===== src/rtl/wave_seq_pkg.sv =====
// rtl/wave_seq_pkg.sv - shared types and default widths for the timed-waveform source
package wave_seq_pkg;

    localparam int DEF_DEPTH = 8;
    localparam int DEF_LEN_W = 8;

    typedef enum logic {
        S_IDLE = 1'b0,
        S_RUN  = 1'b1
    } state_t;

    typedef struct packed {
        logic                 level;
        logic [DEF_LEN_W-1:0] len;
    } seg_t;

endpackage


===== src/rtl/wave_seg_table.sv =====
// rtl/wave_seg_table.sv - segment register file, synchronous write, combinational read
// Contents are never reset; entries are don't-care until written.
module wave_seg_table
    import wave_seq_pkg::*;
#(
    parameter int DEPTH = DEF_DEPTH,
    parameter int LEN_W = DEF_LEN_W
) (
    input  logic                     clk,
    input  logic                     we,
    input  logic [$clog2(DEPTH)-1:0] wr_addr,
    input  logic                     wr_level,
    input  logic [LEN_W-1:0]         wr_len,
    input  logic [$clog2(DEPTH)-1:0] rd_addr,
    output logic                     rd_level,
    output logic [LEN_W-1:0]         rd_len
);

    logic             lvl_q [DEPTH];
    logic [LEN_W-1:0] len_q [DEPTH];

    always_ff @(posedge clk) begin
        if (we) begin
            lvl_q[wr_addr] <= wr_level;
            len_q[wr_addr] <= wr_len;
        end
    end

    assign rd_level = lvl_q[rd_addr];
    assign rd_len   = len_q[rd_addr];

endmodule


===== src/rtl/wave_seq_gen.sv =====
// rtl/wave_seq_gen.sv - plays (level, duration) segments on one output bit
// Optional feature macro: WAVE_SEQ_LOOP_EN (adds loop_en, continuous replay).
module wave_seq_gen
    import wave_seq_pkg::*;
#(
    parameter int   DEPTH      = DEF_DEPTH,
    parameter int   LEN_W      = DEF_LEN_W,
    parameter logic IDLE_LEVEL = 1'b0
) (
    input  logic                     clk,
    input  logic                     rst_n,
    input  logic                     cfg_we,
    input  logic [$clog2(DEPTH)-1:0] cfg_addr,
    input  logic                     cfg_level,
    input  logic [LEN_W-1:0]         cfg_len,
    input  logic [$clog2(DEPTH):0]   num_seg,
    input  logic                     start,
    input  logic                     abort,
`ifdef WAVE_SEQ_LOOP_EN
    input  logic                     loop_en,
`endif
    output logic                     wave_out,
    output logic                     busy,
    output logic                     done,
    output logic [$clog2(DEPTH)-1:0] seg_idx
);

    localparam int AW = $clog2(DEPTH);
    localparam int NW = AW + 1;
    localparam logic [NW-1:0] DEPTH_N = NW'(DEPTH);

    state_t            state_q, state_d;
    logic [LEN_W-1:0]  cnt_q, cnt_d;
    logic [AW-1:0]     idx_q, idx_d;
    logic [NW-1:0]     n_q, n_d;
    logic              wave_q, wave_d;
    logic              done_q, done_d;
    logic              loop_q, loop_d;
    logic              loop_req;
    logic              last_seg;
    logic [AW-1:0]     rd_addr;
    logic              rd_level;
    logic [LEN_W-1:0]  rd_len;

`ifdef WAVE_SEQ_LOOP_EN
    assign loop_req = loop_en;
`else
    assign loop_req = 1'b0;
`endif

    // Writes are frozen while playing so the active list cannot change under us.
    wave_seg_table #(.DEPTH(DEPTH), .LEN_W(LEN_W)) u_table (
        .clk      (clk),
        .we       (cfg_we && (state_q == S_IDLE)),
        .wr_addr  (cfg_addr),
        .wr_level (cfg_level),
        .wr_len   (cfg_len),
        .rd_addr  (rd_addr),
        .rd_level (rd_level),
        .rd_len   (rd_len)
    );

    always_ff @(posedge clk) begin
        if (!rst_n) begin
            state_q <= S_IDLE;
            cnt_q   <= '0;
            idx_q   <= '0;
            n_q     <= '0;
            wave_q  <= IDLE_LEVEL;
            done_q  <= 1'b0;
            loop_q  <= 1'b0;
        end else begin
            state_q <= state_d;
            cnt_q   <= cnt_d;
            idx_q   <= idx_d;
            n_q     <= n_d;
            wave_q  <= wave_d;
            done_q  <= done_d;
            loop_q  <= loop_d;
        end
    end

    assign last_seg = (({1'b0, idx_q} + NW'(1)) >= n_q);

    // The read port always presents the segment that would be loaded next,
    // so a same-edge write to entry 0 is seen only after the start edge.
    always_comb begin
        state_d = state_q;
        cnt_d   = cnt_q;
        idx_d   = idx_q;
        n_d     = n_q;
        wave_d  = wave_q;
        done_d  = 1'b0;
        loop_d  = loop_q;
        rd_addr = '0;
        case (state_q)
            S_IDLE: begin
                wave_d = IDLE_LEVEL;
                idx_d  = '0;
                if (!abort && start) begin
                    if (num_seg == '0) begin
                        done_d = 1'b1;
                    end else begin
                        state_d = S_RUN;
                        n_d     = (num_seg > DEPTH_N) ? DEPTH_N : num_seg;
                        cnt_d   = rd_len;
                        wave_d  = rd_level;
                        loop_d  = loop_req;
                    end
                end
            end
            S_RUN: begin
                rd_addr = last_seg ? '0 : idx_q + AW'(1);
                if (abort) begin
                    state_d = S_IDLE;
                    wave_d  = IDLE_LEVEL;
                    idx_d   = '0;
                    cnt_d   = '0;
                end else if (cnt_q <= LEN_W'(1)) begin
                    // A zero length counts as one cycle, so <=1 marks the last cycle.
                    if (!last_seg || loop_q) begin
                        idx_d  = rd_addr;
                        cnt_d  = rd_len;
                        wave_d = rd_level;
                        done_d = last_seg;
                    end else begin
                        state_d = S_IDLE;
                        wave_d  = IDLE_LEVEL;
                        idx_d   = '0;
                        cnt_d   = '0;
                        done_d  = 1'b1;
                    end
                end else begin
                    cnt_d = cnt_q - LEN_W'(1);
                end
            end
            default: state_d = S_IDLE;
        endcase
    end

    assign wave_out = wave_q;
    assign busy     = (state_q == S_RUN);
    assign done     = done_q;
    assign seg_idx  = idx_q;

endmodule

===== config.mk =====
export PLATFORM = sky130hd
export DESIGN_NAME = wave_seq_gen
export DESIGN_NICKNAME = d
export VERILOG_FILES = /design/src/rtl/wave_seq_pkg.sv /design/src/rtl/wave_seg_table.sv /design/src/rtl/wave_seq_gen.sv
export SDC_FILE = /design/constraint.sdc
export NUM_CORES = 1
export LEC_CHECK = 0
export CORE_AREA = 2 2 105 117
export CTS_CLUSTER_SIZE = 30
export DETAILED_ROUTE_END_ITERATION = 16
export DIE_AREA = 0 0 107 119
export PLACE_DENSITY = 0.62
export RECOVER_POWER = 50
export SLEW_MARGIN = 20
export SYNTH_ARGS = -nofsm -noshare
export SYNTH_HDL_FRONTEND = slang
export SYNTH_SLANG_ARGS = --single-unit

===== constraint.sdc =====
create_clock -name clk -period 2.3 [get_ports clk]
set_input_delay 0.23 -clock clk [delete_from_list [all_inputs] [get_ports clk]]
set_output_delay 0.23 -clock clk [all_outputs]
set_load 0.005 [all_outputs]

==> summary.md, run 1 <==
| Metric | Value |
|---|---|
| FFs w/ async S/R, synth | `0` |
| Setup tns final | `-0.117 ns` |
| Clock network fraction of total power | `0.375` |
| Final nets | `414` |
| Top Usage Layer GRT | `met2` |
| Int Pwr | `2.73 mW` |
| Complex-gate fraction of the synthesized area | `0.156` |
| Reg-to-reg setup timing slack | `-0.07 ns` |
| Hold path depth | `2` |
| Met2 usage | `0.259` |
| CTS buffer count | `9` |
| RR Endpoint | `cnt_q[3]` |
| Placer Congestion | `0.874` |
| Gr ovfl total | `0` |
| Initial antenna violation count | `0` |
| DIE AREA | `12,700 sq um` |
| Worst flop-to-flop path startpoint | `seg_idx[0]` |
| WL/cell | `18.1 um` |
| Synth Flop Type | `edfxtp_1` |
| Endpoints failing setup | `5` |
| VDD IR max | `0.000383 V` |
| Yosys synthesis warning count | `0` |
| CP required | `2.57 ns` |
| # clock sinks | `90` |
| Setup crit end kind | `register` |
| Dpl hpwl | `6960 um` |
| Relative slew slack | `0.573` |
| Synth top area cells | `edfxtp_1 54%, dfxtp_1 9.1%, a221oi_1 3.3%` |
| Filler cells | `1,062` |
| Vias | `2,905` |
| Pre-antenna DRT Iters | `4` |
| Post-detailed-routing wire length | `9880 um` |
| GRT Total Usage | `0.158` |
| Most common cell in the netlist | `edfxtp_1` |
| Io pins | `27` |
| Worst Min Path Start | `wave_out` |
| Failing checks | `setup timing` |
| Number of synthesized flops with an enable pin | `72` |
| Syn Inst Count | `320` |
| Worst Path Max Fanout | `5` |
| Outcome | `finished, violations left` |
| Clock Pin Slew Worst Setup and Hold Paths | `0.06 ns` |
| Initial core utilization | `0.339` |
| PnR worst setup slack | `-0.0710 ns` |
| WS Path Type | `reg2reg` |
| Core ar. | `11,700 sq um` |
| Finished Layout Cells | `545` |
| Area share of fa/ha/maj cells after synthesis | `0.0220` |
| Antenna-violating nets left | `0` |
| Layout cell share with drive strength beyond 1 | `0.248` |
| Final Util | `0.444` |
| Htree depth | `3` |
| Sequential power share | `0.505` |
| Hold Slack | `0.517 ns` |
| Crit path DAT | `2.64 ns` |
| Comb pwr share | `0.120` |
| Distinct cells, synth | `46` |
| Startpoint types | `register` |
| Clk_lat worst skew | `0.34 ns` |
| CTS tree | `yes` |
| Post-synth top cells | `72 x edfxtp_1, 24 x a21oi_1, 23 x nand2_1` |
| Buffers added on ports | `26` |
| Power Dens Cells | `693 nW/um^2` |
| Diode count | `0` |
| Die width | `107 um` |
| Final worst-path cycle share | `1.03` |
| Rows | `42` |
| FMAX | `422 MHz` |
| 1st-iter DRT viols | `184` |
| Largest net degree at the start of global routing | `18` |
| Die height | `119 um` |
| Fin. Hold Viols | `0` |
| Final Critical Period | `2.37 ns` |
| Drt via density | `5.33` |
| Max_cap viols | `0` |
| RSZ-0062 raised after global routing | `true` |
| Cells after DPL | `524` |
| Mapped Area | `3970 sq um` |
| Post-detailed-route DRC marker count | `0` |
| LEAKAGE | `1.71 nW` |
| Worst Hold Path EP | `wave_out` |
| Hold crit path type | `reg2reg` |
| Combinational family with the most area after synthesis | `compound AO/OA/AOI/OAI gates` |
| Psw | `0.879 mW` |
| Leading area contributor after synthesis | `edfxtp_1` |
| Clock root buffer | `clkbuf_16` |
| CTS Buffer Depth | `2` |
| Clk_skew | `0.00568 ns` |
| Synth top area share | `0.544` |
| Slew Viols, Final | `0` |
| Mux cell area share after synthesis | `0.0302` |
| Simple-Gate Fraction of Synth Area | `0.120` |
| Register bit total from synthesis | `90` |
| M3 GR Usage | `0.0323` |
| Synth Area per Inst | `12.4 sq um` |
| Area delta synth->final | `31.0%` |
| Post-synthesis xor/xnor area fraction | `0.0110` |
| Slew @ Worst Pin | `0.640 ns` |
| First-pass GRT wire length | `15,200 um` |
| Vias in the first global route | `2,794` |
| Sequential area share after synthesis | `0.635` |
| Pre-CTS WS | `-0.0839 ns` |
| Worst r2r path cells | `11` |
| GR Util met1 | `0.205` |
| Sw Share | `0.244` |
| Synthesized net count | `348` |
==> cells by family (layout without fill, tap and decap cells) <==
| group | Yosys count | count (layout) |
|---|---|---|
| adder cells (fa/ha/maj) | 7 | 7 |
| multiplexers | 12 | 12 |
| XOR/XNOR | 5 | 5 |
| buffers and inverters | 25 | 96 |
| flip-flops | 90 | 90 |
| AO/OA/AOI/OAI | 90 | 90 |
| AND/OR/NAND/NOR | 91 | 91 |
==> area by class of cell <==
type	count	area, sq um	area share
Clock buffer	10	229	0.0440
Timing Repair Buffer	71	602	0.116
Tap cell	154	193	0.0370
Sequential cell	90	2530	0.485
Inverter	9	33.8	0.00649
Multi-Input combinational cell	205	1570	0.302
Clock inverter	6	51.3	0.00985
==> state kept, by name (all words and copies together) (netlist names) <==
name	cells
wave_out	1
busy	1
u_table.len_q	64
n_q	4
u_table.lvl_q	8
cnt_q	8
seg_idx	3
done	1
==> through the flow <==
| step | area (sq um) | power [mW] |
|---|---|---|
| 6_report | 5210 | 3.61 |
| 2_1_floorplan | 4010 | 2.09 |
| 5_1_grt | 5210 | 3.77 |
| 3_3_place_gp | 4710 | 2.26 |
| 3_5_place_dp | 4710 | 2.26 |
| 4_1_cts | 5020 | 3.62 |
==> worst max-delay path, cell delays in order, from the launching register on <==
cell      delay [ns]
dfxtp_4         0.36
ha_4            0.18
xnor2_4         0.19
inv_2           0.08
ha_4            0.26
o211ai_1        0.12
o211ai_1        0.22
buf_4           0.18
buf_6           0.10
a221oi_2        0.04
or3_1           0.42
a21oi_2         0.16
==> worst max-delay path by stage <==
stage	startpoint	to	slack (ns)	depth (start not counted)
floorplan	seg_idx[0]	cnt_q[7]	-0.02	10
finish	seg_idx[0]	cnt_q[3]	-0.07	11
global route	seg_idx[0]	cnt_q[3]	-0.16	11
CTS	seg_idx[0]	cnt_q[7]	-0.03	11
detailed placement	seg_idx[0]	cnt_q[6]	-0.08	10
global placement	seg_idx[0]	cnt_q[6]	-0.02	10
==> cell usage in the layout, fill, tap and decap left out, types with 3 or more instances in the layout <==
master           netlist  routed
dfxtp_1               18      17
xor2_1                 3       3
o211ai_1               5       5
nand2_1               23      23
a21oi_2                0       3
inv_1                  6       6
clkbuf_16              0       9
a22oi_1                6       6
or3_1                  4       3
a221oi_1              15       8
nor4_2                 1       3
nor3_1                14      12
mux2i_1               12      12
a21oi_1               24      21
nor4_1                 6       4
o221ai_1               7       5
nand2b_1               3       3
nor2_1                16      15
inv_2                  3       3
clkinvlp_4             0       3
a221oi_2               0       5
buf_4                  1      42
ha_1                   7       5
nor2b_1                8       8
o21ai_0                5       4
edfxtp_1              72      72
nand3_1                7       6
dlygate4sd3_1          0      10
clkdlybuf4s50_1        0      16
o21ai_1                8       7
==> routing by layer <==
metal  up-vias  part of all wire
met5         -                 0
met4         0             0.019
met3        15             0.046
met2        69              0.50
met1      1429              0.43
li1       1392                 -
==> power groups by stage <==
stage | clock, mW | combinational (mW) | sequential, mW
after detailed placement | 0 | 0.406 | 1.86
after floorplan | 0 | 0.235 | 1.85
after global placement | 0 | 0.401 | 1.86
final | 1.35 | 0.433 | 1.82
after global routing | 1.47 | 0.476 | 1.83
after CTS | 1.38 | 0.410 | 1.82
==> what timing repair did <==
item	in CTS	in global routing
hold endpoints to repair	0	0
setup buffers	1	4
hold buffers	0	0
pin swaps	0	12
resized for setup	4	29
setup endpoints to repair	5	9
No activity file was read; power rests on OpenSTA's default activity.
==> run 2: changes to the inputs <==
Settings changed: CORE_AREA 2 2 105 117 to 2 2 141 88, DIE_AREA 0 0 107 119 to 0 0 143 90, SLEW_MARGIN 20 to 30.
==> run 2 against run 1 <==
Utilization decreased by 0.12 points. Non-clock buffer count is 6 lower. Die area grew 1.1%. Clock power increased by 17%. First-iteration DRC count rose by 85%. Worst setup slack improved by 0.045 ns. The flow still finishes with violations (setup timing).
==> summary.md, run 2 (same netlist as run 1, synthesis figures left out) <==
| Metric | Value |
|---|---|
| Outcome | `finished, violations left` |
| Failing checks | `setup timing` |
| Largest net degree at the start of global routing | `18` |
| WP buf/inv | `2` |
| Layout cell share with drive strength beyond 1 | `0.223` |
| DIE AREA | `12,900 sq um` |
| Initial core utilization | `0.340` |
| Htree depth | `3` |
| Final worst-path cycle share | `1.01` |
| Diode count | `0` |
| Core ar. | `11,700 sq um` |
| Area delta synth->final | `30.2%` |
| Slowest-stage cell, CP | `dfxtp_4` |
| Max reg flops | `64` |
| PnR Total Power | `3.84 mW` |
| Power Dens Cells | `742 nW/um^2` |
| Clock root buffer | `clkbuf_16` |
| Top flop regs | `u_table.len_q: 64 flops, cnt_q: 8 flops, u_table.lvl_q: 8 flops` |
| Clk_skew | `0.00568 ns` |
| First-pass GRT wire length | `16,200 um` |
| Startpoint types | `register` |
| Rows | `31` |
| Dpl hpwl | `7500 um` |
| CTS tree | `yes` |
| Crit path DAT | `2.55 ns` |
| PnR worst setup slack | `-0.0260 ns` |
| Final Critical Period | `2.33 ns` |
| Slew Viols, Final | `0` |
| Crit-path cells | `ha_4 -> xnor2_4 -> inv_2 -> ha_4 -> o211ai_1 -> o21a_2 -> buf_4 -> and3_2 -> a221oi_2 -> a21oi_1` |
| Top delay family on crit path | `compound AO/OA/AOI/OAI gates` |
| Cells after DPL | `531` |
| Final nets | `408` |
| Worst Path Max Fanout | `4` |
| Clock Pin Slew Worst Setup and Hold Paths | `0.07 ns` |
| Setup crit end kind | `register` |
| Post-detailed-route DRC marker count | `0` |
| 1st-iter DRT viols | `340` |
| RSZ-0062 raised after global routing | `true` |
| Gr ovfl total | `0` |
| Slew @ Worst Pin | `0.643 ns` |
| Setup tns final | `-0.0260 ns` |
| CP required | `2.52 ns` |
| Vias in the first global route | `2,827` |
| WS Path Type | `reg2reg` |
| Most flops, register | `u_table.len_q` |
| WL/cell | `19.0 um` |
| Relative slew slack | `0.570` |
| Antenna-violating nets left | `0` |
| Fin. Hold Viols | `0` |
| VDD IR max | `0.000454 V` |
| Buffers added on ports | `26` |
| Finished Layout Cells | `550` |
| Io pins | `27` |
| Hold Slack | `0.495 ns` |
| GRT Total Usage | `0.169` |
| Die height | `90 um` |
| FMAX | `430 MHz` |
| Drt via density | `5.35` |
| Commonest non-fill, non-tap cell in the layout | `edfxtp_1` |
| # clock sinks | `90` |
| Critical path's largest stage delay | `0.36 ns` |
| LEAKAGE | `1.70 nW` |
| Commonest non-fill, non-tap cells in the layout | `72 x edfxtp_1, 37 x buf_4, 23 x nand2_1, 23 x a21oi_1` |
| Max_cap viols | `0` |
| Initial antenna violation count | `0` |
| Most frequent CP cell | `ha_4` |
| CTS Buffer Depth | `2` |
| Hold crit path type | `reg2reg` |
| Vias | `2,944` |
| Pre-antenna DRT Iters | `4` |
| Clk_lat worst skew | `0.34 ns` |
| Endpoints failing setup | `1` |
| CTS buffer count | `9` |
| Placer Congestion | `0.887` |
| Post-detailed-routing wire length | `10,400 um` |
| Die width | `143 um` |
run 2: cell count changes in the layout (fill, tap and decap cells not counted), sizes merged:
| cell | before | now |
|---|---|---|
| clkbuf | 11 | 10 |
| clkinvlp | 3 | 2 |
| buf | 44 | 38 |
| bufinv | 0 | 2 |
| inv | 11 | 10 |
| clkinv | 1 | 2 |
run 2: tightest hold or removal path: stages (launching register included):
cell and delay [ns]:
dfxtp_4 0.36, nand2_1 0.05, a21oi_1 0.05
run 2: final cells by class:
class / count / area, sq um
Tap cell: 165 / 206
Multi-Input combinational cell: 205 / 1520
Clock inverter: 7 / 101
Fill cell: 1057 / 6500
Sequential cell: 90 / 2530
Clock buffer: 9 / 225
Timing Repair Buffer: 65 / 562
Inverter: 9 / 33.8
run 2: final timing paths:
check / startpoint / to / slack, ns / depth (start not counted)
worst max-delay path: seg_idx[1] / cnt_q[6] / -0.03 / 10
worst min-delay path: seg_idx[1] / seg_idx[1] / 0.49 / 2
worst max register to register: seg_idx[1] / cnt_q[6] / -0.03 / 10
worst min register to register: seg_idx[1] / seg_idx[1] / 0.49 / 2
run 2: repair_timing:
action	4_1_cts	5_1_grt
setup buffers	0	4
pin swaps	3	7
endpoints found under the setup margin	9	9
gates resized for setup	9	14
cloned	0	0
hold buffers	0	0
run 2: through the flow:
| stage | setup WS (ns) | instance area [sq um] | util |
|---|---|---|---|
| after global routing | -0.122 | 5170 | 0.443 |
| final | -0.0260 | 5170 | 0.443 |
| after CTS | -0.0184 | 5070 | 0.434 |
| after global placement | -0.0866 | 4690 | 0.402 |
| after floorplan | -0.0242 | 4010 | - |
| after detailed placement | -0.141 | 4690 | 0.402 |
run 2: power by group:
part / leakage (nW) / switching, mW / internal [mW] / total, mW
sequential: 0.801 / 0.0263 / 1.80 / 1.82
clock: 0.152 / 0.625 / 0.959 / 1.58
combinational: 0.750 / 0.252 / 0.180 / 0.432
run 2: routing by layer:
layer	track usage	vias to the layer above	wire length [um]
met5	0	-	0
met4	0.0322	0	70
met3	0.0432	6	703
met2	0.236	88	4330
met1	0.265	1462	5340
li1	-	1388	-
